### config.mk
export PLATFORM = sky130hd
export DESIGN_NAME = register_flags_bank
export DESIGN_NICKNAME = d
export VERILOG_FILES = /design/src/rtl/register_flags_pkg.sv /design/src/rtl/register_flags_lifo.sv /design/src/rtl/register_flags_bank.sv
export SDC_FILE = /design/constraint.sdc
export NUM_CORES = 1
export LEC_CHECK = 0
export BUFFER_PORTS_ARGS = -buffer_cell sky130_fd_sc_hd__buf_2
export CAP_MARGIN = 20
export CELL_PAD_IN_SITES_DETAIL_PLACEMENT = 2
export CELL_PAD_IN_SITES_GLOBAL_PLACEMENT = 2
export CORE_UTILIZATION = 31
export CTS_CLUSTER_SIZE = 40
export DETAILED_ROUTE_END_ITERATION = 8
export PLACE_DENSITY_LB_ADDON = 0.15
export SYNTH_ARGS = -nofsm -noshare
export SYNTH_HDL_FRONTEND = slang
export SYNTH_SLANG_ARGS = --single-unit
### constraint.sdc
create_clock -name clk_i -period 4 [get_ports clk_i]
set_clock_uncertainty 0.15 [all_clocks]
set_input_delay 0.4 -clock clk_i [delete_from_list [all_inputs] [get_ports clk_i]]
set_output_delay 0.4 -clock clk_i [all_outputs]
set_load 0.02 [all_outputs]
### src/rtl/register_flags_pkg.sv
// register_flags_pkg: flag/source indices and the AND-OR source select helper.
package register_flags_pkg;
  localparam int FLAG_C = 0;
  localparam int FLAG_Z = 1;
  localparam int FLAG_S = 2;
  localparam int FLAG_P = 3;
  localparam int SRC_ONE    = 0;
  localparam int SRC_CY8    = 1;
  localparam int SRC_NCY8   = 2;
  localparam int SRC_S_OR_C = 3;
  localparam int SRC_CY16   = 4;
  localparam int SRC_NCY16  = 5;
  localparam int SRC_LOW0   = 6;
  localparam int SRC_LOW7   = 7;
  localparam int SRC_MAX    = 64;
  // Callers zero-extend their NSRC-wide slices, so unused lanes never select.
  function automatic logic sel_or(input logic [SRC_MAX-1:0] src, input logic [SRC_MAX-1:0] sel);
    return |(src & sel);
  endfunction
endpackage

### src/rtl/register_flags_lifo.sv
// register_flags_lifo: save/restore stack with same-cycle swap, saturating depth and sticky ovf/unf.
module register_flags_lifo #(
  parameter int W     = 8,
  parameter int DEPTH = 4
) (
  input  logic                       clk_i,
  input  logic                       rst_ni,
  input  logic                       push_i,
  input  logic                       pop_i,
  input  logic                       err_clr_i,
  input  logic [W-1:0]               din_i,
  output logic [W-1:0]               top_o,
  output logic                       pop_ok_o,
  output logic [$clog2(DEPTH+1)-1:0] depth_o,
  output logic                       full_o,
  output logic                       empty_o,
  output logic                       ovf_o,
  output logic                       unf_o
);
  localparam int DW = $clog2(DEPTH+1);
  logic [W-1:0]  mem_q [DEPTH];
  logic [DW-1:0] depth_q, depth_d;
  logic          full_q, empty_q, ovf_q, unf_q, swap, push_ok;
  always_comb begin
    pop_ok_o = pop_i & ~empty_q;
    swap     = push_i & pop_ok_o;
    push_ok  = push_i & ~pop_i & ~full_q;
    depth_d  = push_ok ? depth_q + DW'(1) : (pop_ok_o & ~push_i) ? depth_q - DW'(1) : depth_q;
    top_o    = '0;
    for (int k = 0; k < DEPTH; k++) if (DW'(k+1) == depth_q) top_o = mem_q[k];
  end
  always_ff @(posedge clk_i or negedge rst_ni) begin
    if (!rst_ni) begin
      for (int k = 0; k < DEPTH; k++) mem_q[k] <= '0;
      depth_q <= '0;
      full_q  <= 1'b0;
      empty_q <= 1'b1;
      ovf_q   <= 1'b0;
      unf_q   <= 1'b0;
    end else begin
      for (int k = 0; k < DEPTH; k++)
        if ((swap && DW'(k+1) == depth_q) || (push_ok && DW'(k) == depth_q)) mem_q[k] <= din_i;
      depth_q <= depth_d;
      full_q  <= depth_d == DW'(DEPTH);
      empty_q <= depth_d == '0;
      ovf_q   <= (push_i & ~pop_i & full_q) | (ovf_q & ~err_clr_i);
      unf_q   <= (pop_i & empty_q) | (unf_q & ~err_clr_i);
    end
  end
  assign depth_o = depth_q;
  assign full_o  = full_q;
  assign empty_o = empty_q;
  assign ovf_o   = ovf_q;
  assign unf_o   = unf_q;
endmodule

### src/rtl/register_flags_bank.sv
// register_flags_bank: active flag register with per-flag source select, shadow banks and a save/restore LIFO.
module register_flags_bank
  import register_flags_pkg::*;
#(
  parameter int NFLAGS      = 8,
  parameter int NSRC        = 8,
  parameter int NSHADOW     = 2,
  parameter int STACK_DEPTH = 4,
  localparam int EXW        = NSHADOW > 1 ? $clog2(NSHADOW) : 1
) (
  input  logic                             clk_i,
  input  logic                             rst_ni,
  input  logic [NFLAGS*NSRC-1:0]           src_i,
  input  logic [NFLAGS*NSRC-1:0]           sel_i,
  input  logic [NFLAGS-1:0]                we_i,
  input  logic                             load_i,
  input  logic [NFLAGS-1:0]                load_data_i,
  input  logic                             ex_i,
  input  logic [EXW-1:0]                   ex_bank_i,
  input  logic                             push_i,
  input  logic                             pop_i,
  input  logic                             err_clr_i,
  output logic [NFLAGS-1:0]                flags_o,
  output logic [NFLAGS-1:0]                not_flags_o,
  output logic [$clog2(STACK_DEPTH+1)-1:0] depth_o,
  output logic                             full_o,
  output logic                             empty_o,
  output logic                             ovf_o,
  output logic                             unf_o
);
  logic [NFLAGS-1:0] flags_q, flags_d, nflags_q, upd, shadow_rd, top;
  logic [NFLAGS-1:0] shadow_q [NSHADOW];
  logic [EXW-1:0]    bank;
  logic              pop_ok;
  assign bank = NSHADOW > 1 ? ex_bank_i : '0;
  always_comb begin
    upd = flags_q;
    for (int i = 0; i < NFLAGS; i++)
      if (we_i[i]) upd[i] = sel_or(SRC_MAX'(src_i[i*NSRC +: NSRC]), SRC_MAX'(sel_i[i*NSRC +: NSRC]));
    shadow_rd = '0;
    for (int s = 0; s < NSHADOW; s++) if (EXW'(s) == bank) shadow_rd = shadow_q[s];
    flags_d = load_i ? load_data_i : pop_ok ? top : ex_i ? shadow_rd : upd;
  end
  // Shadow capture uses the pre-edge value even when load or pop owns the active path.
  always_ff @(posedge clk_i or negedge rst_ni) begin
    if (!rst_ni) begin
      flags_q  <= '0;
      nflags_q <= '1;
      for (int s = 0; s < NSHADOW; s++) shadow_q[s] <= '0;
    end else begin
      flags_q  <= flags_d;
      nflags_q <= ~flags_d;
      for (int s = 0; s < NSHADOW; s++) if (ex_i && EXW'(s) == bank) shadow_q[s] <= flags_q;
    end
  end
  register_flags_lifo #(.W(NFLAGS), .DEPTH(STACK_DEPTH)) u_lifo (
    .clk_i     (clk_i),
    .rst_ni    (rst_ni),
    .push_i    (push_i),
    .pop_i     (pop_i),
    .err_clr_i (err_clr_i),
    .din_i     (flags_q),
    .top_o     (top),
    .pop_ok_o  (pop_ok),
    .depth_o   (depth_o),
    .full_o    (full_o),
    .empty_o   (empty_o),
    .ovf_o     (ovf_o),
    .unf_o     (unf_o)
  );
  assign flags_o     = flags_q;
  assign not_flags_o = nflags_q;
endmodule

==> metrics.log <==
[metrics] y dimension of the die: 113 µm
[metrics] fraction of layout instances using a drive strength above 1: 0.515
[metrics] max-cap violations: 0
[metrics] DR vias: ~3.5k
[metrics] placed cell area: 4790 µm²
[metrics] Max-slew headroom: 0.326
[metrics] largest net degree at the start of global routing: 38
[metrics] detailed-placement wirelength estimate: 9100 µm
[metrics] Crit. path cell count: 6
[metrics] Worst Path Max Fanout: 12
[metrics] Most Used Layer, Global Route: met2
[metrics] chip width: 113 µm
[metrics] synthesized net count: 479
[metrics] min cycle time layout: 2.64 ns
[metrics] area growth from synthesis to layout: 34.7%
[metrics] Worst-Skew Late Latency: between 0.3 and 0.4 ns
[metrics] ANT cells: 0
[metrics] delay-heaviest family, CP: simple AND/OR/NAND/NOR gates
[metrics] post-synthesis cell type with the largest combined area: sky130_fd_sc_hd__dfrtp_1
[metrics] arrival time worst endpoint: 2.77 ns
[metrics] worst hold path class: in -> async
[metrics] CP max stage delay: 0.65 ns
[metrics] proportion of synthesized chip area in sequential cells: 0.470
[metrics] Cell Chain, Critical Path: inv_1 > ha_1 > nor4b_4 > a221oi_1 > a21oi_1 > or3_1
[metrics] number of warnings issued by yosys: 0
[metrics] initial core utilization: 0.317
[metrics] met1 routing resource usage after global routing: 0.230
[metrics] WL final: 12700 µm
[metrics] Worst Hold Slack: 0.0205 ns
[metrics] kind of capture point of the worst setup path: register
[metrics] ratio of final minimum period to clock period: 0.660
[metrics] VDD IR-drop max: roughly 0.20 mV
[metrics] result of the run: finished, final reports clean
[metrics] Mapped Avg Cell Area: 11.9 µm²
[metrics] total standard cell area after synthesis: ~3800 µm²
[metrics] portion of total power attributed to combinational logic: 0.341
[metrics] post-route cell area: 5130 µm²
[metrics] EDFF count, synth: 0
[metrics] most common flop cell mapped by yosys: sky130_fd_sc_hd__dfrtp_1
[metrics] endpoint required time on the critical path: 4.13 ns
[metrics] final estimated routing congestion in global placement: 0.728
[metrics] number of cells after detailed placement: 632
[metrics] total negative setup slack: 0 ns
[metrics] Area contributors post-synth: sky130_fd_sc_hd__dfrtp_1 (41%), sky130_fd_sc_hd__mux2_2 (14%), sky130_fd_sc_hd__a22oi_1 (6.3%), sky130_fd_sc_hd__dfstp_2 (6.2%), sky130_fd_sc_hd__mux2i_1 (2.6%)
[metrics] quantity of gates resized following cts: 0
[metrics] clock-pin transition on the worst setup and hold timing paths: approximately 0.060 ns
[metrics] internal power component: 2180 µW
[metrics] FMAX: 379 MHz
[metrics] number of hold-slack violations in the final timing report: 0
[metrics] Bufs on Longest Clock Path: 2
[metrics] cell with the most instances after synthesis: sky130_fd_sc_hd__dfrtp_1
[metrics] core area: 12000 µm²
[metrics] number of synthesized register bits: 71
[metrics] Net Sw Power: between 1000 and 1500 µW
[metrics] DR DRC count: 0
[metrics] global routing usage on met3: 0.0503
[metrics] cts bufs inserted: 9
[metrics] startpoint types: register
[metrics] hold buffers post-CTS: 0
[metrics] sum of overflow across all layers after global routing: 0
[metrics] proportion of synthesized flip-flops having asynchronous set or reset: 1.00
[metrics] buffers and inverters on the worst path: 1
[metrics] area share of the leading cell type in the synthesized netlist: 0.408
[metrics] clock root cell: sky130_fd_sc_hd__clkbuf_16
[metrics] GR Util All Layers: 0.209
[metrics] Clock power frac: 0.266
[metrics] wire length of the first global-routing pass: around 20000 µm
[metrics] Pwr Total: 3340 µW
[metrics] cell with the largest stage delay on the worst path: sky130_fd_sc_hd__nor4b_4
[metrics] routed len/inst: roughly 20 µm
[metrics] static leakage power: 0.00245 µW
[metrics] slew at the pin closest to its max-slew limit: ~1 ns
[metrics] Global Route met2 Usage: 0.400
[metrics] number of antenna violations at the first check in global routing: 0
[metrics] DR iter-0 viols: 131
[metrics] count of buffers inserted at the top-level ports: approximately 170
[metrics] number of H-tree branching levels: 3
[metrics] first-pass iteration count of the detailed router: 4
[metrics] distinct cell type count after synthesis: 41
[metrics] type of the setup path with the least slack: reg -> reg
[metrics] number of global-route vias before repair: 3873
[metrics] FF-to-FF path depth: 6
[metrics] number of top-level pins: about 180
[metrics] final instance count without filler cells: around 650
[metrics] vias per cell: 5.33
[metrics] cell row count: 40
[metrics] combined area of the multi-input logic cells: 1900 µm²
[metrics] area of all sequential standard cells: 1790 µm²
[metrics] cell area power density: 652 nW/µm²
[metrics] share of total power consumed by net switching: 0.349
[metrics] count of nets left with antenna violations after detail routing: 0
[metrics] Setup Buffers After CTS: 0
[metrics] die area: roughly 13000 µm²
[metrics] post-synthesis instance total: 321
[metrics] most frequent cells after synthesis: sky130_fd_sc_hd__dfrtp_1 (62), sky130_fd_sc_hd__mux2_2 (48), sky130_fd_sc_hd__a22oi_1 (32)
[metrics] Pins Over Slew Limit: 0
[metrics] clock tree from TritonCTS: yes
[metrics] RSZ-0062 raised after global routing: no
[metrics] Final #Nets: between 600 and 700
[metrics] number of failing setup endpoints in the final timing report: 0
[metrics] number of clock sinks: 71
[metrics] proportion of power drawn by flip-flops and latches: 0.393
[metrics] number of filler cells placed in the layout: 1301
-- cells in the final DEF (no fill, tap or decap), drive strengths merged, types with 2 or more instances in the layout --
| cell | n |
|---|---|
| nor3 | 8 |
| nand2 | 20 |
| o211ai | 8 |
| mux2i | 10 |
| or3 | 8 |
| nand4 | 8 |
| a32o | 9 |
| and2 | 2 |
| dfrtp | 62 |
| buf | 175 |
| o21ai | 3 |
| a221oi | 8 |
| a22oi | 32 |
| inv | 13 |
| a32oi | 3 |
| nand2b | 8 |
| and4 | 8 |
| nor2b | 4 |
| xnor2 | 2 |
| clkinv | 2 |
| dfstp | 9 |
| ha | 6 |
| a21oi | 8 |
| mux2 | 48 |
| clkbuf | 12 |
| nor3b | 3 |
| nor2 | 6 |
| bufinv | 2 |
| a21o | 8 |
-- final timing paths --
check,start,end,slack [ns]
max in group asynchronous,rst_ni,u_lifo.empty_o,2.65
min reg2reg,shadow_q[1],shadow_q[1],0.36
max reg2reg,u_lifo.depth_o[2],register,1.36
max,u_lifo.depth_o[2],register,1.36
min in group clk_i,err_clr_i,u_lifo.ovf_o,0.11
min,rst_ni,shadow_q[8],0.02
-- cell families (layout without fill, tap and decap cells) --
kind of cell	after synthesis	count (layout)	synth area share
AOI/OAI and AO/OA	81	81	0.172
xor gates and xnor gates	2	2	0.00460
adders and majority gates	6	6	0.0197
buffers and inverters	24	204	0.0322
DFF	71	71	0.470
muxes	58	58	0.168
and+or+nand+nor	79	79	0.133
-- power by group through the flow --
stage	clock [µW]	sequential, µW	combinational (µW)
2_1_floorplan	0	1330	712
3_3_place_gp	0	1290	1100
3_5_place_dp	0	1310	1140
4_1_cts	916	1320	1160
5_1_grt	936	1360	1250
6_report	889	1310	1140
-- routing by layer --
metal  part of all wire  vias to the layer above
li1                   -                     1590
met5                  0                        -
met2               0.54                      124
met1               0.39                     1729
met4              0.012                        0
met3              0.055                       11
-- stage by stage --
step,worst slack [ns],utilization
floorplan,1.78,-
global placement,1.54,0.399
detailed placement,1.40,0.399
CTS,1.33,0.427
global route,1.20,0.427
finish,1.36,0.427
-- final cells by class --
| cell class | instances | share of cell area |
|---|---|---|
| Clock buffer | 12 | 0.0500 |
| Clock inverter | 4 | 0.0151 |
| Inverter | 13 | 0.00951 |
| Multi-Input combinational cell | 226 | 0.370 |
| Sequential cell | 71 | 0.349 |
| Tap cell | 147 | 0.0359 |
| Timing Repair Buffer | 175 | 0.171 |
Note: power is estimated with default switching activity, not from simulation.
